--- src/rtl/board_rle_encoder_if.sv ---
// Pixel-in / byte-out handshake bundle for the board run-length encoder.
interface board_rle_encoder_if;
  logic       pixel_in;
  logic       pixel_first;
  logic       pixel_valid;
  logic       pixel_ready;
  logic [7:0] byte_out;
  logic       byte_valid;
  logic       byte_ready;

  // Environment side: drives pixels, accepts bytes
  modport master (
    output pixel_in, pixel_first, pixel_valid, byte_ready,
    input  pixel_ready, byte_out, byte_valid
  );

  // Encoder side: accepts pixels, drives bytes
  modport slave (
    input  pixel_in, pixel_first, pixel_valid, byte_ready,
    output pixel_ready, byte_out, byte_valid
  );
endinterface

--- src/rtl/board_rle_encoder.sv ---
// Captures one Game-of-Life frame from the pixel stream and run-length
// encodes it as {value, run-1} bytes for the HPS board upload path.
module board_rle_encoder #(
  parameter int unsigned FRAME_PIXELS = 2073600,
  parameter int unsigned CNT_W        = 22
) (
  input  logic               clock,
  input  logic               reset,
  input  logic               start,
  input  logic               abort,
  board_rle_encoder_if.slave bus,
  output logic               busy,
  output logic               done,
  output logic [CNT_W-1:0]   byte_count
);
  localparam int unsigned      RUN_W    = 7;
  localparam logic [RUN_W-1:0] RUN_MAX  = RUN_W'(127);
  localparam logic [CNT_W-1:0] LAST_IDX = CNT_W'(FRAME_PIXELS - 1);

  typedef enum logic [2:0] {
    S_IDLE,
    S_ARM,
    S_RUN,
    S_FLUSH,
    S_DRAIN
  } state_t;

  state_t             state, state_d;
  logic               cur_val, cur_val_d;
  logic [RUN_W-1:0]   run, run_d;
  logic [CNT_W-1:0]   pix_cnt, pix_cnt_d;
  logic [7:0]         byte_q, byte_d;
  logic               byte_valid_q, byte_valid_d;
  logic [CNT_W-1:0]   byte_count_d;
  logic               busy_d, done_d;
  logic               slot_free, byte_cons, pixel_ready_c, pix_acc;

  // Single-entry output slot: free when empty or being drained this cycle
  assign slot_free = !byte_valid_q | bus.byte_ready;
  assign byte_cons = byte_valid_q & bus.byte_ready;

  // Pixels are taken while hunting for frame start, or while capturing with room for a byte
  assign pixel_ready_c   = !abort & ((state == S_ARM) | ((state == S_RUN) & slot_free));
  assign pix_acc         = bus.pixel_valid & pixel_ready_c;
  assign bus.pixel_ready = pixel_ready_c;
  assign bus.byte_out    = byte_q;
  assign bus.byte_valid  = byte_valid_q;

  // Next-state, run tracking and byte emission
  always_comb begin
    state_d      = state;
    cur_val_d    = cur_val;
    run_d        = run;
    pix_cnt_d    = pix_cnt;
    byte_d       = byte_q;
    byte_valid_d = byte_valid_q & !bus.byte_ready;
    byte_count_d = byte_count;
    done_d       = 1'b0;

    case (state)
      S_IDLE: begin
        if (start) begin
          state_d      = S_ARM;
          byte_count_d = '0;
          pix_cnt_d    = '0;
          run_d        = '0;
        end
      end
      S_ARM: begin
        if (pix_acc && bus.pixel_first) begin
          cur_val_d = bus.pixel_in;
          run_d     = '0;
          pix_cnt_d = CNT_W'(1);
          state_d   = (FRAME_PIXELS == 1) ? S_FLUSH : S_RUN;
        end
      end
      S_RUN: begin
        if (pix_acc) begin
          pix_cnt_d = pix_cnt + CNT_W'(1);
          if ((bus.pixel_in == cur_val) && (run != RUN_MAX)) begin
            run_d = run + RUN_W'(1);
          end else begin
            byte_d       = {cur_val, run};
            byte_valid_d = 1'b1;
            byte_count_d = byte_count + CNT_W'(1);
            cur_val_d    = bus.pixel_in;
            run_d        = '0;
          end
          if (pix_cnt == LAST_IDX) begin
            state_d = S_FLUSH;
          end
        end
      end
      S_FLUSH: begin
        if (slot_free) begin
          byte_d       = {cur_val, run};
          byte_valid_d = 1'b1;
          byte_count_d = byte_count + CNT_W'(1);
          state_d      = S_DRAIN;
        end
      end
      S_DRAIN: begin
        if (byte_cons) begin
          state_d = S_IDLE;
          done_d  = 1'b1;
        end
      end
      default: state_d = S_IDLE;
    endcase

    // Abort wins over everything: drop the pending byte, keep the byte count
    if (abort) begin
      state_d      = S_IDLE;
      byte_valid_d = 1'b0;
      byte_count_d = byte_count;
      done_d       = 1'b0;
    end

    busy_d = (state_d != S_IDLE);
  end

  // State and datapath registers
  always_ff @(posedge clock or posedge reset) begin
    if (reset) begin
      state        <= S_IDLE;
      cur_val      <= 1'b0;
      run          <= '0;
      pix_cnt      <= '0;
      byte_q       <= '0;
      byte_valid_q <= 1'b0;
      byte_count   <= '0;
      busy         <= 1'b0;
      done         <= 1'b0;
    end else begin
      state        <= state_d;
      cur_val      <= cur_val_d;
      run          <= run_d;
      pix_cnt      <= pix_cnt_d;
      byte_q       <= byte_d;
      byte_valid_q <= byte_valid_d;
      byte_count   <= byte_count_d;
      busy         <= busy_d;
      done         <= done_d;
    end
  end
endmodule

--- src/flat_wrapper.sv ---
// flat-port wrapper written by rule: the top's interface ports become plain ports
module board_rle_encoder_flat 
#(
  parameter int unsigned FRAME_PIXELS = 2073600,
  parameter int unsigned CNT_W        = 22
)
  (clock, reset, start, abort, busy, done, byte_count, bus_pixel_in, bus_pixel_first, bus_pixel_valid, bus_byte_ready, bus_pixel_ready, bus_byte_out, bus_byte_valid);
  board_rle_encoder_if bus_i ();
  input  logic clock;
  input  logic reset;
  input  logic start;
  input  logic abort;
  output logic busy;
  output logic done;
  output logic [CNT_W-1:0] byte_count;
  input wire logic [$bits(bus_i.pixel_in)-1:0] bus_pixel_in;
  input wire logic [$bits(bus_i.pixel_first)-1:0] bus_pixel_first;
  input wire logic [$bits(bus_i.pixel_valid)-1:0] bus_pixel_valid;
  input wire logic [$bits(bus_i.byte_ready)-1:0] bus_byte_ready;
  output wire logic [$bits(bus_i.pixel_ready)-1:0] bus_pixel_ready;
  output wire logic [$bits(bus_i.byte_out)-1:0] bus_byte_out;
  output wire logic [$bits(bus_i.byte_valid)-1:0] bus_byte_valid;
  assign bus_i.pixel_in = bus_pixel_in;
  assign bus_i.pixel_first = bus_pixel_first;
  assign bus_i.pixel_valid = bus_pixel_valid;
  assign bus_i.byte_ready = bus_byte_ready;
  assign bus_pixel_ready = bus_i.pixel_ready;
  assign bus_byte_out = bus_i.byte_out;
  assign bus_byte_valid = bus_i.byte_valid;
  board_rle_encoder #(.FRAME_PIXELS(FRAME_PIXELS), .CNT_W(CNT_W)) u_core (.clock(clock), .reset(reset), .start(start), .abort(abort), .bus(bus_i), .busy(busy), .done(done), .byte_count(byte_count));
endmodule
--- config.mk ---
export PLATFORM = sky130hd
export DESIGN_NAME = board_rle_encoder_flat
export DESIGN_NICKNAME = d
export VERILOG_FILES = /design/src/rtl/board_rle_encoder_if.sv /design/src/rtl/board_rle_encoder.sv /design/src/flat_wrapper.sv
export SDC_FILE = /design/constraint.sdc
export NUM_CORES = 1
export LEC_CHECK = 0
export CORE_AREA = 2 2 85 87
export CTS_CLUSTER_DIAMETER = 80
export CTS_CLUSTER_SIZE = 10
export DETAILED_ROUTE_END_ITERATION = 7
export DIE_AREA = 0 0 87 89
export PLACE_DENSITY_LB_ADDON = 0.08
export SETUP_SLACK_MARGIN = 0.3
export SLEW_MARGIN = 20
export SYNTH_ARGS = -nofsm -noshare
export SYNTH_HDL_FRONTEND = slang
export SYNTH_SLANG_ARGS = --single-unit
--- constraint.sdc ---
create_clock -name clock -period 2.84 [get_ports clock]
set_input_delay 0.568 -clock clock [delete_from_list [all_inputs] [get_ports clock]]
set_output_delay 0.568 -clock clock [all_outputs]
set_load 0.05 [all_outputs]
; ---- Yosys cells after proc, flatten, opt, wreduce, memory -nomap -nowiden
; Index checks and enable logic that the tools add are counted.
[word_totals]
reg_bits = 66
inputBits = 8
elab_cells = 84
[op_classes]
muxes = 37
n_eq_ne = 12
n_addsub = 3
n_bitwise = 8
reduce_logical = 15
[op_table]
columns = op, count
row1 = 22-bit two-way mux, 6
row2 = 22-bit one-hot mux with 3 select lines, 2
row3 = "22-bit by 1-bit adder with 22-bit output, second input constant", 2
row4 = 7-bit two-way mux, 4
row5 = 8-bit two-way mux, 3
row6 = "22-bit by 21-bit equality test with 1-bit output, second input constant", 1
row7 = 3-bit two-way mux, 7
row8 = 7-bit one-hot mux with 3 select lines, 1
row9 = 8-bit one-hot mux with 2 select lines, 1
row10 = 3-bit one-hot mux with 5 select lines, 1
row11 = 4-bit AND reduction, 3
row12 = 1-bit two-way mux, 10
row13 = 3-bit nonzero test, 3
row14 = "7-bit by 1-bit adder with 7-bit output, second input constant", 1
row15 = "7-bit != test, second input constant", 1
row16 = "3-bit by 2-bit equality test with 1-bit output, second input constant", 2
row17 = "2-bit != test, second input constant", 3
row18 = 6-bit AND reduction, 1
row19 = 1-bit bitwise AND, 5
row20 = "2-bit by 1-bit != test with 1-bit output, second input constant", 2
row21 = 1-bit one-hot mux with 2 select lines, 2
row22 = 2-bit nonzero test, 2
row23 = "3-bit by 1-bit equality test with 1-bit output, second input constant", 1
row24 = "3-bit equality test, second input constant", 1
row25 = other kinds (6), 10

; ---- Longest topological paths before layout
[logic_depth]
depth_word = 11
depth_mapped = 7

; ---- Worst setup path after synthesis
; OpenSTA, ideal clock, no wires.
[synth_timing]
kind = register to output
from = register u_core.byte_valid_q (netlist: u_core.bus.byte_valid)
to = output bus_pixel_ready
path_stages_with_launch = 4
arrival_ps = 1949
setup_slack_ps = 323
t_required_ps = 2272
path_cell_list = dfrtp_1 > nand2b_1 > a21oi_1 > nor3_1
[synth_via]
elab_chain_cells = 5
[synth_rtl]
columns = element, line
row1 = from (decl), board_rle_encoder.sv:33  ; logic byte_valid_q, byte_valid_d;
row2 = from (signal assigned), board_rle_encoder.sv:140  ; byte_valid_q <= byte_valid_d;
row3 = 1-bit zero test, board_rle_encoder.sv:39  ; assign slot_free = !byte_valid_q | bus.byte_ready;
row4 = 1-bit OR, board_rle_encoder.sv:39
row5 = 1-bit bitwise AND, board_rle_encoder.sv:43  ; assign pixel_ready_c = !abort & ((state == S_ARM) | ((state == S_RUN) & slot_free));
row6 = 1-bit OR, board_rle_encoder.sv:43
row7 = 1-bit bitwise AND, board_rle_encoder.sv:43
row8 = to (decl), flat_wrapper.sv:20  ; output wire logic [$bits(bus_i.pixel_ready)-1:0] bus_pixel_ready;
; No other way between the ends.

; ---- Final worst setup path
[layout_timing]
from = input bus_byte_ready
to = output bus_pixel_ready
[layout_via]
elab_chain_cells = 4
[layout_rtl]
columns = element, line
row1 = from (decl), flat_wrapper.sv:19  ; input wire logic [$bits(bus_i.byte_ready)-1:0] bus_byte_ready;
row2 = 1-bit OR, board_rle_encoder.sv:39
row3 = 1-bit bitwise AND, board_rle_encoder.sv:43
row4 = 1-bit OR, board_rle_encoder.sv:43
row5 = 1-bit bitwise AND, board_rle_encoder.sv:43
; No other way between the ends.

==> metrics.csv <==
stage;metric;value;unit
clock_tree;cts_tree;yes;
clock_tree;cts-root-buf;clkbuf_8;
timing;finalMaxSlewViolations;0;
setup_path;r2r_setup_slack;0.51;ns
pwr;vdd_drop_max;284;uV
timing;setup_violations;0;
layout;antenna_cells;0;
floorplan;die_h;89;um
setup_path;worstPathArrival;1.90;ns
synth;synth_top_cell_by_area;dfrtp_1;
layout;nFillCells;565;
timing;rsz0062_at_grt;false;
global_route;grt_pass1_wl;14000;um
synth;synth_cells;387;
worst_hold_path;hold_end;u_core.pix_cnt[19];
timing;hold_viol;0;
synth;synth_edf_count;0;
placed_design;placed_cells;501;
global_route;grt_usage;22.7;%
clock_tree;cts_hold_buffers;0;
setup_path;path_max_fanout;6;
setup_path;worstSetupStartpointType;primary input;
setup_path;cp-end-kind;output port;
timing;slew_headroom;62.4;%
run_status;status;completed;
synth;syn_nets;398;
placed_design;dpl.hpwl;5770;um
placed_design;place_congestion;0.818;
floorplan;die_x;87;um
synth;ys_seq_area_share;45.2;%
clock_tree;clk_pin_slew;0.08;ns
floorplan;ios;42;
clock_tree;clk_path_buf_depth;2;
drt;ant_nets;0;
floorplan;die_area;7740;um^2
timing;finClkSkew;0.00857;ns
global_route;grt_pass1_vias;2945;
pwr;cellLeakagePower;1.72;nW
clock_tree;clock_latency;0.34;ns
setup_path;worstPathRequired;2.27;ns
worst_hold_path;min-delay-start;u_core.pix_cnt[19];
timing;whs;0.484;ns
synth;yosysMostFrequentCell;dfrtp_1;
setup_path;crit_type;primary input to output port;
synth;synth-main-ff-cell;dfrtp_1;
timing;worst-slew-pin-transition;0.564;ns
placed_design;port_buffers;41;
floorplan;num_rows;30;
global_route;grt_max_degree;26;
drt;drt-pass1-iter-count;5;
pwr;power_density;470;nW/um^2
layout;num-nets-final;445;
synth;yosysUniqueCellTypes;59;
layout;synthToLayoutAreaGrowth;20.9;%
setup_path;worstReg2RegEnd;u_core.byte_count[16];
flow_run;cap_violations;0;
timing;period_share;87.0;%
timing;period_minus_slack;2.47;ns
synth;synth.avg_cell_area;9.43;um^2
timing;max_freq;0.405;GHz
synth;synthTopCellsByCount;dfrtp_1 (66), o21ai_0 (46), nand2_1 (36), nand3_1 (25);
pwr;power;2.08;mW
setup_path;r2r_start;u_core.run[0];
worst_hold_path;hold_class;register to register;
clock_tree;htree_levels;3;
layout;final_core_util;65.7;%
synth;netlist_area;3650;um^2
floorplan;core;6720;um^2
drt;remaining_drc_errors;0;
clock_tree;numCtsBuffers;9;
synth;ys_ff_latch;66;
global_route;gr-total-overflow;0;
synth;synthArstFlopShare;100;%
drt;vias;3218;
synth;synth_warnings;0;
floorplan;initial_core_util;54.3;%
setup_path;rr_worst_depth;6;
worst_hold_path;whs_path_depth;1;
timing;tns;0;ns
clock_tree;cts_num_sinks;66;
layout;fin_cells;519;
synth;ys_top_cells_by_area;dfrtp_1 (45%), o21ai_0 (6.3%), o31ai_1 (4.9%), nand2_1 (3.7%), nand3_1 (3.4%);
synth;synth_top_cell_area_share;45.2;%
layout;drive_above_1_share;14.1;%
drt;wl;8230;um
drt;first_iter_violations;205;
global_route;antenna_found_initial;0;
drt;vias_per_cell;6.20;
drt;wl_per_cell;15.9;um
[per-stage QoR]
step	area (um^2)	worst slack, ns
floorplan	3650	0.323
global placement	4160	0.306
detailed placement	4160	0.251
CTS	4400	0.406
global route	4410	0.322
finish	4410	0.368
[sequential cells by signal (all words and copies together), names as in the netlist]
| name | flops |
|---|---|
| u_core.busy | 1 |
| u_core.bus.byte_valid | 1 |
| u_core.done | 1 |
| u_core.cur_val | 1 |
| u_core.run | 7 |
| u_core.bus.byte_out | 8 |
| u_core.state | 3 |
| u_core.byte_count | 22 |
| u_core.pix_cnt | 22 |
[timing repair]
action	in CTS	in global routing
pin swaps	0	2
hold endpoints to repair	0	0
setup buffers	0	2
setup endpoints to repair	1	2
gates resized for setup	1	0
[how the worst max path moves through the flow]
stage	from	to
after floorplan	u_core.bus.byte_valid	bus_pixel_ready
after global placement	abort	u_core.byte_count[16]
after detailed placement	abort	u_core.byte_count[18]
after CTS	bus_byte_ready	bus_pixel_ready
after global routing	u_core.run[0]	u_core.byte_count[16]
final	bus_byte_ready	bus_pixel_ready
[logic make-up after synthesis]
logic type	after synthesis	share of synthesized area, %
adders and majority gates	3	1.03
muxes	9	2.78
and+or+nand+nor	155	24.2
AOI/OAI and AO/OA	126	22.6
xor gates and xnor gates	1	0.240
DFF	66	45.2
buffers and inverters	27	3.94
[report_power, final]
group / total, mW / switching [mW] / internal [mW]
clock network: 0.925 / 0.378 / 0.547
registers: 0.969 / 0.0163 / 0.953
logic: 0.181 / 0.113 / 0.0685
total: 2.08 / 0.507 / 1.57
[per-layer routing]
metal  global-route usage, %  up-vias  share of wire [%]  wire length, um
li1                        -     1552                  -                -
met1                    31.3     1574                 47             3870
met2                    36.7       83                 48             3970
met3                    3.32        9                3.6              293
met4                    8.10        0                1.1               93
met5                       0        -                  0                0
[critical path, cell delays in order]
cell	delay, ns
clkdlybuf4s50_1	0.50
nand2b_1	0.24
a21oi_1	0.14
nor3_2	0.27
buf_12	0.18
[cell usage in the layout (no fill, tap or decap), types with 6 or more instances in the layout]
cell	count
o31ai_1	24
nand2_1	36
or4_1	7
nor2_1	16
a31oi_1	6
nand4_1	8
or3_1	14
mux2_2	9
dfrtp_1	66
clkbuf_8	11
nand2b_1	7
buf_4	14
clkdlybuf4s50_1	40
a21oi_1	24
o21ai_0	46
nand3_1	25
o211ai_1	6
[cell type report]
type	count	area (um^2)	share of cell area [%]
repair buffers	55	526	11.9
inverters	8	32.5	0.737
multi-input cells	294	1870	42.3
well taps	80	100	2.27
flip-flops and latches	66	1650	37.4
clock inverters	5	85.1	1.93
clock buffers	11	151	3.43
No activity file was read; power rests on OpenSTA's default activity.
